`src/rtl/md_ctrl_pkg.sv`:
```
// Shared encodings for the multiply/divide sequencer: opcodes, FSM states,
// the divide-by-zero LO value and the stall/divider handshake levels.
package md_ctrl_pkg;

  localparam logic [1:0] MD_OP_MULT  = 2'b00;
  localparam logic [1:0] MD_OP_MULTU = 2'b01;
  localparam logic [1:0] MD_OP_DIV   = 2'b10;
  localparam logic [1:0] MD_OP_DIVU  = 2'b11;

  typedef enum logic [2:0] {
    MD_IDLE     = 3'd0,
    MD_MUL_WAIT = 3'd1,
    MD_DIV_RUN  = 3'd2,
    MD_DONE     = 3'd3,
    MD_HOLD     = 3'd4
  } md_state_e;

  localparam logic [31:0] MD_DIVZERO_LO = 32'hFFFF_FFFF;

  localparam logic STOP             = 1'b1;
  localparam logic NO_STOP          = 1'b0;
  localparam logic DIV_START        = 1'b1;
  localparam logic DIV_STOP         = 1'b0;
  localparam logic DIV_RESULT_READY = 1'b1;

endpackage

```
`src/rtl/md_ctrl.sv`:
```
// Multiply/divide sequencer: latches one EX mul/div op, stalls until the
// external multiplier or divider produces a result, then writes HI/LO once.
module md_ctrl
  import md_ctrl_pkg::*;
#(
  parameter int MUL_LAT = 2,
  parameter int DATA_W  = 32
) (
  input  logic                clk,
  input  logic                rst,
  input  logic                op_valid,
  input  logic [1:0]          op_code,
  input  logic [DATA_W-1:0]   op_a,
  input  logic [DATA_W-1:0]   op_b,
  input  logic                ex_hold,
  input  logic                flush,
  output logic                stallreq,
  output logic                busy,
  output logic                mul_signed,
  output logic [DATA_W-1:0]   mul_ina,
  output logic [DATA_W-1:0]   mul_inb,
  input  logic [2*DATA_W-1:0] mul_result,
  output logic                div_start,
  output logic                div_annul,
  output logic                div_signed,
  output logic [DATA_W-1:0]   div_opdata1,
  output logic [DATA_W-1:0]   div_opdata2,
  input  logic [2*DATA_W-1:0] div_result,
  input  logic                div_ready,
  output logic                hi_we,
  output logic                lo_we,
  output logic [DATA_W-1:0]   hi_wdata,
  output logic [DATA_W-1:0]   lo_wdata
);

  localparam logic [2:0]        CNT_INIT   = 3'(MUL_LAT - 1);
  // Sign-extending the all-ones constant keeps it all-ones for any DATA_W.
  localparam logic [DATA_W-1:0] DIVZERO_LO = DATA_W'($signed(MD_DIVZERO_LO));

  md_state_e         state_q, state_d;
  logic [DATA_W-1:0] opa_q, opa_d;
  logic [DATA_W-1:0] opb_q, opb_d;
  logic [1:0]        opc_q, opc_d;
  logic [2:0]        cnt_q, cnt_d;
  logic [DATA_W-1:0] hi_q, hi_d;
  logic [DATA_W-1:0] lo_q, lo_d;

  always_ff @(posedge clk) begin
    if (rst) begin
      state_q <= MD_IDLE;
      opa_q   <= '0;
      opb_q   <= '0;
      opc_q   <= '0;
      cnt_q   <= '0;
      hi_q    <= '0;
      lo_q    <= '0;
    end else begin
      state_q <= state_d;
      opa_q   <= opa_d;
      opb_q   <= opb_d;
      opc_q   <= opc_d;
      cnt_q   <= cnt_d;
      hi_q    <= hi_d;
      lo_q    <= lo_d;
    end
  end

  always_comb begin
    state_d     = state_q;
    opa_d       = opa_q;
    opb_d       = opb_q;
    opc_d       = opc_q;
    cnt_d       = cnt_q;
    hi_d        = hi_q;
    lo_d        = lo_q;
    stallreq    = NO_STOP;
    mul_signed  = 1'b0;
    mul_ina     = '0;
    mul_inb     = '0;
    div_start   = DIV_STOP;
    div_annul   = 1'b0;
    div_signed  = 1'b0;
    div_opdata1 = '0;
    div_opdata2 = '0;
    hi_we       = 1'b0;
    lo_we       = 1'b0;

    case (state_q)
      MD_IDLE: begin
        if (op_valid && !flush) begin
          stallreq = STOP;
          opa_d    = op_a;
          opb_d    = op_b;
          opc_d    = op_code;
          case (op_code)
            MD_OP_MULT, MD_OP_MULTU: begin
              state_d = MD_MUL_WAIT;
              cnt_d   = CNT_INIT;
            end
            MD_OP_DIV, MD_OP_DIVU: begin
              // Divide by zero never reaches the divider.
              if (op_b == '0) begin
                hi_d    = op_a;
                lo_d    = DIVZERO_LO;
                state_d = MD_DONE;
              end else begin
                state_d = MD_DIV_RUN;
              end
            end
          endcase
        end
      end
      MD_MUL_WAIT: begin
        stallreq   = STOP;
        mul_signed = (opc_q == MD_OP_MULT);
        mul_ina    = opa_q;
        mul_inb    = opb_q;
        if (cnt_q == '0) begin
          hi_d    = mul_result[2*DATA_W-1:DATA_W];
          lo_d    = mul_result[DATA_W-1:0];
          state_d = MD_DONE;
        end else begin
          cnt_d = cnt_q - 3'd1;
        end
      end
      MD_DIV_RUN: begin
        stallreq    = STOP;
        div_signed  = (opc_q == MD_OP_DIV);
        div_opdata1 = opa_q;
        div_opdata2 = opb_q;
        if (div_ready == DIV_RESULT_READY) begin
          hi_d    = div_result[2*DATA_W-1:DATA_W];
          lo_d    = div_result[DATA_W-1:0];
          state_d = MD_DONE;
        end else begin
          div_start = DIV_START;
        end
      end
      MD_DONE: begin
        hi_we   = 1'b1;
        lo_we   = 1'b1;
        state_d = ex_hold ? MD_HOLD : MD_IDLE;
      end
      MD_HOLD: begin
        // Same instruction still parked in EX: wait it out without re-issuing.
        if (!ex_hold) state_d = MD_IDLE;
      end
      default: state_d = MD_IDLE;
    endcase

    if (flush) begin
      state_d   = MD_IDLE;
      stallreq  = NO_STOP;
      div_start = DIV_STOP;
      div_annul = (state_q == MD_DIV_RUN);
      hi_we     = 1'b0;
      lo_we     = 1'b0;
    end
  end

  assign busy     = (state_q != MD_IDLE);
  assign hi_wdata = hi_q;
  assign lo_wdata = lo_q;

endmodule

```
`config.mk`:
```
export PLATFORM = sky130hd
export DESIGN_NAME = md_ctrl
export DESIGN_NICKNAME = d
export VERILOG_FILES = /design/src/rtl/md_ctrl_pkg.sv /design/src/rtl/md_ctrl.sv
export SDC_FILE = /design/constraint.sdc
export NUM_CORES = 1
export LEC_CHECK = 0
export BUFFER_PORTS_ARGS = -buffer_cell sky130_fd_sc_hd__buf_2
export CORE_AREA = 2 2 155 157
export CTS_CLUSTER_DIAMETER = 120
export DETAILED_ROUTE_END_ITERATION = 8
export DIE_AREA = 0 0 157 159
export PLACE_DENSITY = 0.65
export SYNTH_ARGS = -nofsm -noshare
export SYNTH_HDL_FRONTEND = slang
export SYNTH_SLANG_ARGS = --single-unit
```
`constraint.sdc`:
```
create_clock -name clk -period 3.4 [get_ports clk]
set_input_delay 0.68 -clock clk [delete_from_list [all_inputs] [get_ports clk]]
set_output_delay 0.68 -clock clk [all_outputs]
set_load 0.03 [all_outputs]
```
# --- Yosys cells after proc, flatten, opt, wreduce, memory -nomap -nowiden ---
# Index checks and enable logic that the tools add are counted.
# W data, S select, Z words.
op_classes:
  n_addsub: 1
  eq_ne: 16
  mux: 39
  reduce_logical: 18
ops:
  columns: ["op", "n"]
  rows:
  - ["$mux W32", 14]
  - ["$pmux W32 S3", 2]
  - ["$logic_not A32 Y1", 1]
  - ["$mux W3", 8]
  - ["$pmux W3 S5", 1]
  - ["$ne A2 B2 Y1 const B", 6]
  - ["$pmux W3 S2", 2]
  - ["$mux W1", 11]
  - ["$reduce_and A4 Y1", 2]
  - ["$reduce_or A2 Y1", 4]
  - ["$eq A2 B2 Y1 const B", 3]
  - ["$eq A3 B2 Y1 const B", 2]
  - ["$logic_not A3 Y1", 2]
  - ["$reduce_and A6 Y1", 1]
  - ["$reduce_bool A3 Y1", 2]
  - ["$logic_not A2 Y1", 2]
  - ["$ne A2 B1 Y1 const B", 2]
  - ["$eq A3 B1 Y1 const B", 1]
  - ["$eq A3 B3 Y1 const B", 1]
  - ["$sub A3 B1 Y3 const B", 1]
  - ["$eq A2 B1 Y1 const B", 1]
  - ["$pmux W1 S2", 1]
  - ["$reduce_and A2 Y1", 1]
  - ["$reduce_bool A2 Y1", 1]
  - ["2 further kinds", 2]
totals:
  ff_bits: 136
  in_bits: 200
  output_inout_bits: 200
  wordCells: 81

# --- Depth between registers and ports, before layout ---
logic_depth:
  word_depth: 5
  mapped_depth: 9
  ltp_nobuf: 6

# --- Worst setup path before layout ---
# No wires, ideal clock.
synth_timing:
  path_type: "reg-to-output"
  startpoint: "reg state_q[0]"
  endpoint: "out stallreq"
  arrival_ns: 2.483
  required_time_ns: 2.720
  setup_slack_ns: 0.237
  path_stages_with_launch: 6
  n_path_buf: 3
  path_cell_list: "dfxtp_1 > buf_2 > clkbuf_1 > buf_2 > nor3_1 > a2111oi_0"
synth_via:
  elab_chain_cells: 4
  elab_cells_between_ends: 6
  classes_between: "eq/ne: 2; mux: 2; reduce/logical: 2"
synth_rtl:
  columns: ["item", "line", "source"]
  rows:
  - ["from (decl)", "md_ctrl.sv:40", "md_state_e state_q, state_d;"]
  - ["from (signal assigned)", "md_ctrl.sv:58", "state_q <= state_d;"]
  - ["$eq A3 B2 Y1 / $eq A3 B1 Y1 (equally long branches)", "md_ctrl.sv:88", "case (state_q)"]
  - ["$reduce_or A2 Y1 (no source line)", null, null]
  - ["$pmux W1 S2 *", "md_ctrl.sv:88", null]
  - ["$mux W1 *", "md_ctrl.sv:151", "if (flush) begin"]
  - ["to (decl)", "md_ctrl.sv:17", "output logic stallreq,"]
# Mark *: on every way between the ends. The rest lies on a longest branch, timed or not.

# --- Final worst setup path ---
layout_timing:
  startpoint: "reg state_q[2]"
  endpoint: "out stallreq"
# Same word-level chain as after synthesis.

==> flow_summary.toml <==
[global_routing]
grt_max_degree = 85
grt.met1_usage_pct = 26.0
use_met2_pct = 36.3
grt_use_total_pct = 21.2
grt_pass1_wl_mm = 41.9
grt_antenna_before_repair = 1
gr-total-overflow = 0
grt_pass1_vias = 7742
met3_usage_pct = 5.39
globalRoute.busiestLayer = "met2"

[critical_path]
path_buf_inv = 2
cp_slowest_stage_delay_ns = 0.69
crit_arrival_ns = 2.12
crit_required_ns = 2.72
cp-end-kind = "primary output"
crit_type = "reg -> out"
path_delay_family = "buffers and inverters"
critPathMaxFanout = 52
cp-start-kind = "flip-flop"
cp_cell_sequence = "buf_4 > a2111oi_0 > buf_2"
critPathSlowestCell = "dfxtp_2"

[layout]
layout_common_cells = "buf_2 (398), nand2_1 (160), dfxtp_1 (133)"
utilization_pct = 44.6
area_growth_syn_to_layout_pct = 35.8
layout-drive-gt1-share_pct = 37.1
final_common_cell = "buf_2"
antenna_cells = 0
stdcell_count = 1633
finalNetCount = 1503

[placed_design]
globalplace.congestion = 0.801
dp.cells = 1601
port_buffers = 399
dp_slack_ns = 0.570
post-dp-hpwl_mm = 19.7

[logic_synthesis]
synth_cells = 964
synthTopCellsByArea = "dfxtp_1 (36%), and2_1 (11%), nand2_1 (7.9%), a21oi_1 (4.5%), mux2i_1 (3.4%)"
syn_area_per_cell_sq_um = 7.90
synth-seq-cells = 136
synth_top_area_share_pct = 35.7
yosysUniqueCellTypes = 49
ys.warnings.count = 0
synth-edff-count = 0
synth_nets = 1166
netlist_area_sq_um = 7620
yosysSeqAreaShare_pct = 35.7
synthFlopType = "dfxtp_1"
synth_largest_area_cell = "dfxtp_1"
async_flop_share_pct = 0

[die]
die_w_um = 157
core_sq_um = 23200
die_h_um = 159
io_pins = 400
die_area_sq_um = 25000
initial_core_util_pct = 32.8
num_rows = 56

[sta]
tightest_slew_ns = 1.18
skew_ns = 0.0164
finalCriticalPeriod_ns = 2.80
finalHoldViolCount = 0
final_max_slew_viol_count = 0
final-setup-viol-count = 0
rsz0062_at_grt = "false"
min_period_over_period_pct = 82.4
fin_tns_setup_ns = 0
slew_headroom_pct = 20.7
fmax_mhz = 357
fin_ws_ns = 0.599

[routing]
drc = 0
dr.pass1.iters = 5
drtIter0Drc = 529
vias = 8257
wire_per_inst_um = 16.8
routed_via_density = 5.06
ant_nets = 0
wl_mm = 27.4

[hold_path]
hold_class = "reg -> reg"

[clock_network]
cts_tree = "yes"
cts_root_buf = "clkbuf_16"
clockBufferDepth = 2
h-tree-depth = 4
insertion_delay_ns = 0.42
postCtsHoldBufs = 0
ctsResizeCount = 0
cts_buffers = 17
post_cts.repair.setup_buffers = 0
path_clk_slew_ns = 0.07
cts_num_sinks = 136

[flow_run]
cap_violations = 0

[power]
power_density_nw_per_um2 = 398
leakagePower_nw = 4.97
vdd_drop_max_uv = 241

[run_status]
status = "finished clean"
-- final timing paths --
| check | start | to | slack, ns | cells past startpoint |
|---|---|---|---|---|
| hold reg to reg | hi_wdata[0]$_SDFFE_PP0P_ | hi_wdata[0]$_SDFFE_PP0P_ | 0.45 | 2 |
| hold / removal | hi_wdata[0]$_SDFFE_PP0P_ | hi_wdata[0]$_SDFFE_PP0P_ | 0.45 | 2 |
| setup reg to reg | state_q[1]$_SDFFE_PP0P_ | lo_wdata[19]$_SDFFE_PP0P_ | 1.24 | 4 |
| setup / recovery | state_q[2]$_SDFFE_PP0P_ | stallreq | 0.60 | 3 |
-- state kept, by name, summed over array words and instances, names as in the netlist --
name	cells
opc_q	2
cnt_q	3
hi_wdata	32
opb_q	32
opa_q	32
state_q	3
lo_wdata	32
-- layer usage --
layer / part of all wire [%] / wire length, um
met2: 48 / 13200
met1: 42 / 11600
met4: 1.8 / 494
met3: 7.4 / 2040
met5: 0.040 / 11
-- cell families (layout without fill, tap and decap cells) --
logic type / count (synthesis) / after routing / synth area share [%]
muxes: 32 / 32 / 4.40
AOI/OAI and AO/OA: 233 / 233 / 23.6
adders and majority gates: 2 / 2 / 0.328
DFF: 136 / 136 / 35.7
and+or+nand+nor: 431 / 431 / 28.1
xor gates and xnor gates: 1 / 1 / 0.115
buffers and inverters: 129 / 479 / 7.69
-- final cells by class --
class                           instances  area, sq um
Fill cell                            2327        12800
Multi-Input combinational cell        699         4340
Sequential cell                       136         2730
Timing Repair Buffer                  417         2180
Clock buffer                           18          450
Tap cell                              319          399
Clock inverter                         14          124
Inverter                               30          113
-- metrics by stage --
step                hold WS (ns)  power, W  cell area [sq um]
finish                     0.454   0.00412              10300
global route               0.466   0.00431              10300
CTS                        0.454   0.00417              10300
detailed placement         0.446   0.00233               9770
global placement           0.438   0.00233               9770
floorplan                  0.440   0.00208               7620
-- report_power, final --
group | switching (W) | internal [W] | total (W)
registers | 0.0000462 | 0.00166 | 0.00171
logic | 0.000353 | 0.000237 | 0.000590
clock network | 0.000811 | 0.00101 | 0.00182
-- tightest hold or removal path, stage by stage, from the launching register on --
cell,delay (ns)
dfxtp_1,0.30
nand2_1,0.05
mux2i_1,0.05
-- synthesized netlist by cell type (16+ instances only) --
cell type and n:
o221ai_1 26, a22oi_1 32, a211oi_1 26, nand2_1 160, inv_1 29, o221a_1 17
nor2_1 63, and2_1 129, o221a_2 16, dfxtp_1 136, a21oi_1 69, clkbuf_1 60
mux2i_1 26, nand2b_1 29, o311a_1 26, buf_2 23
(Power assumes the default switching activity.)
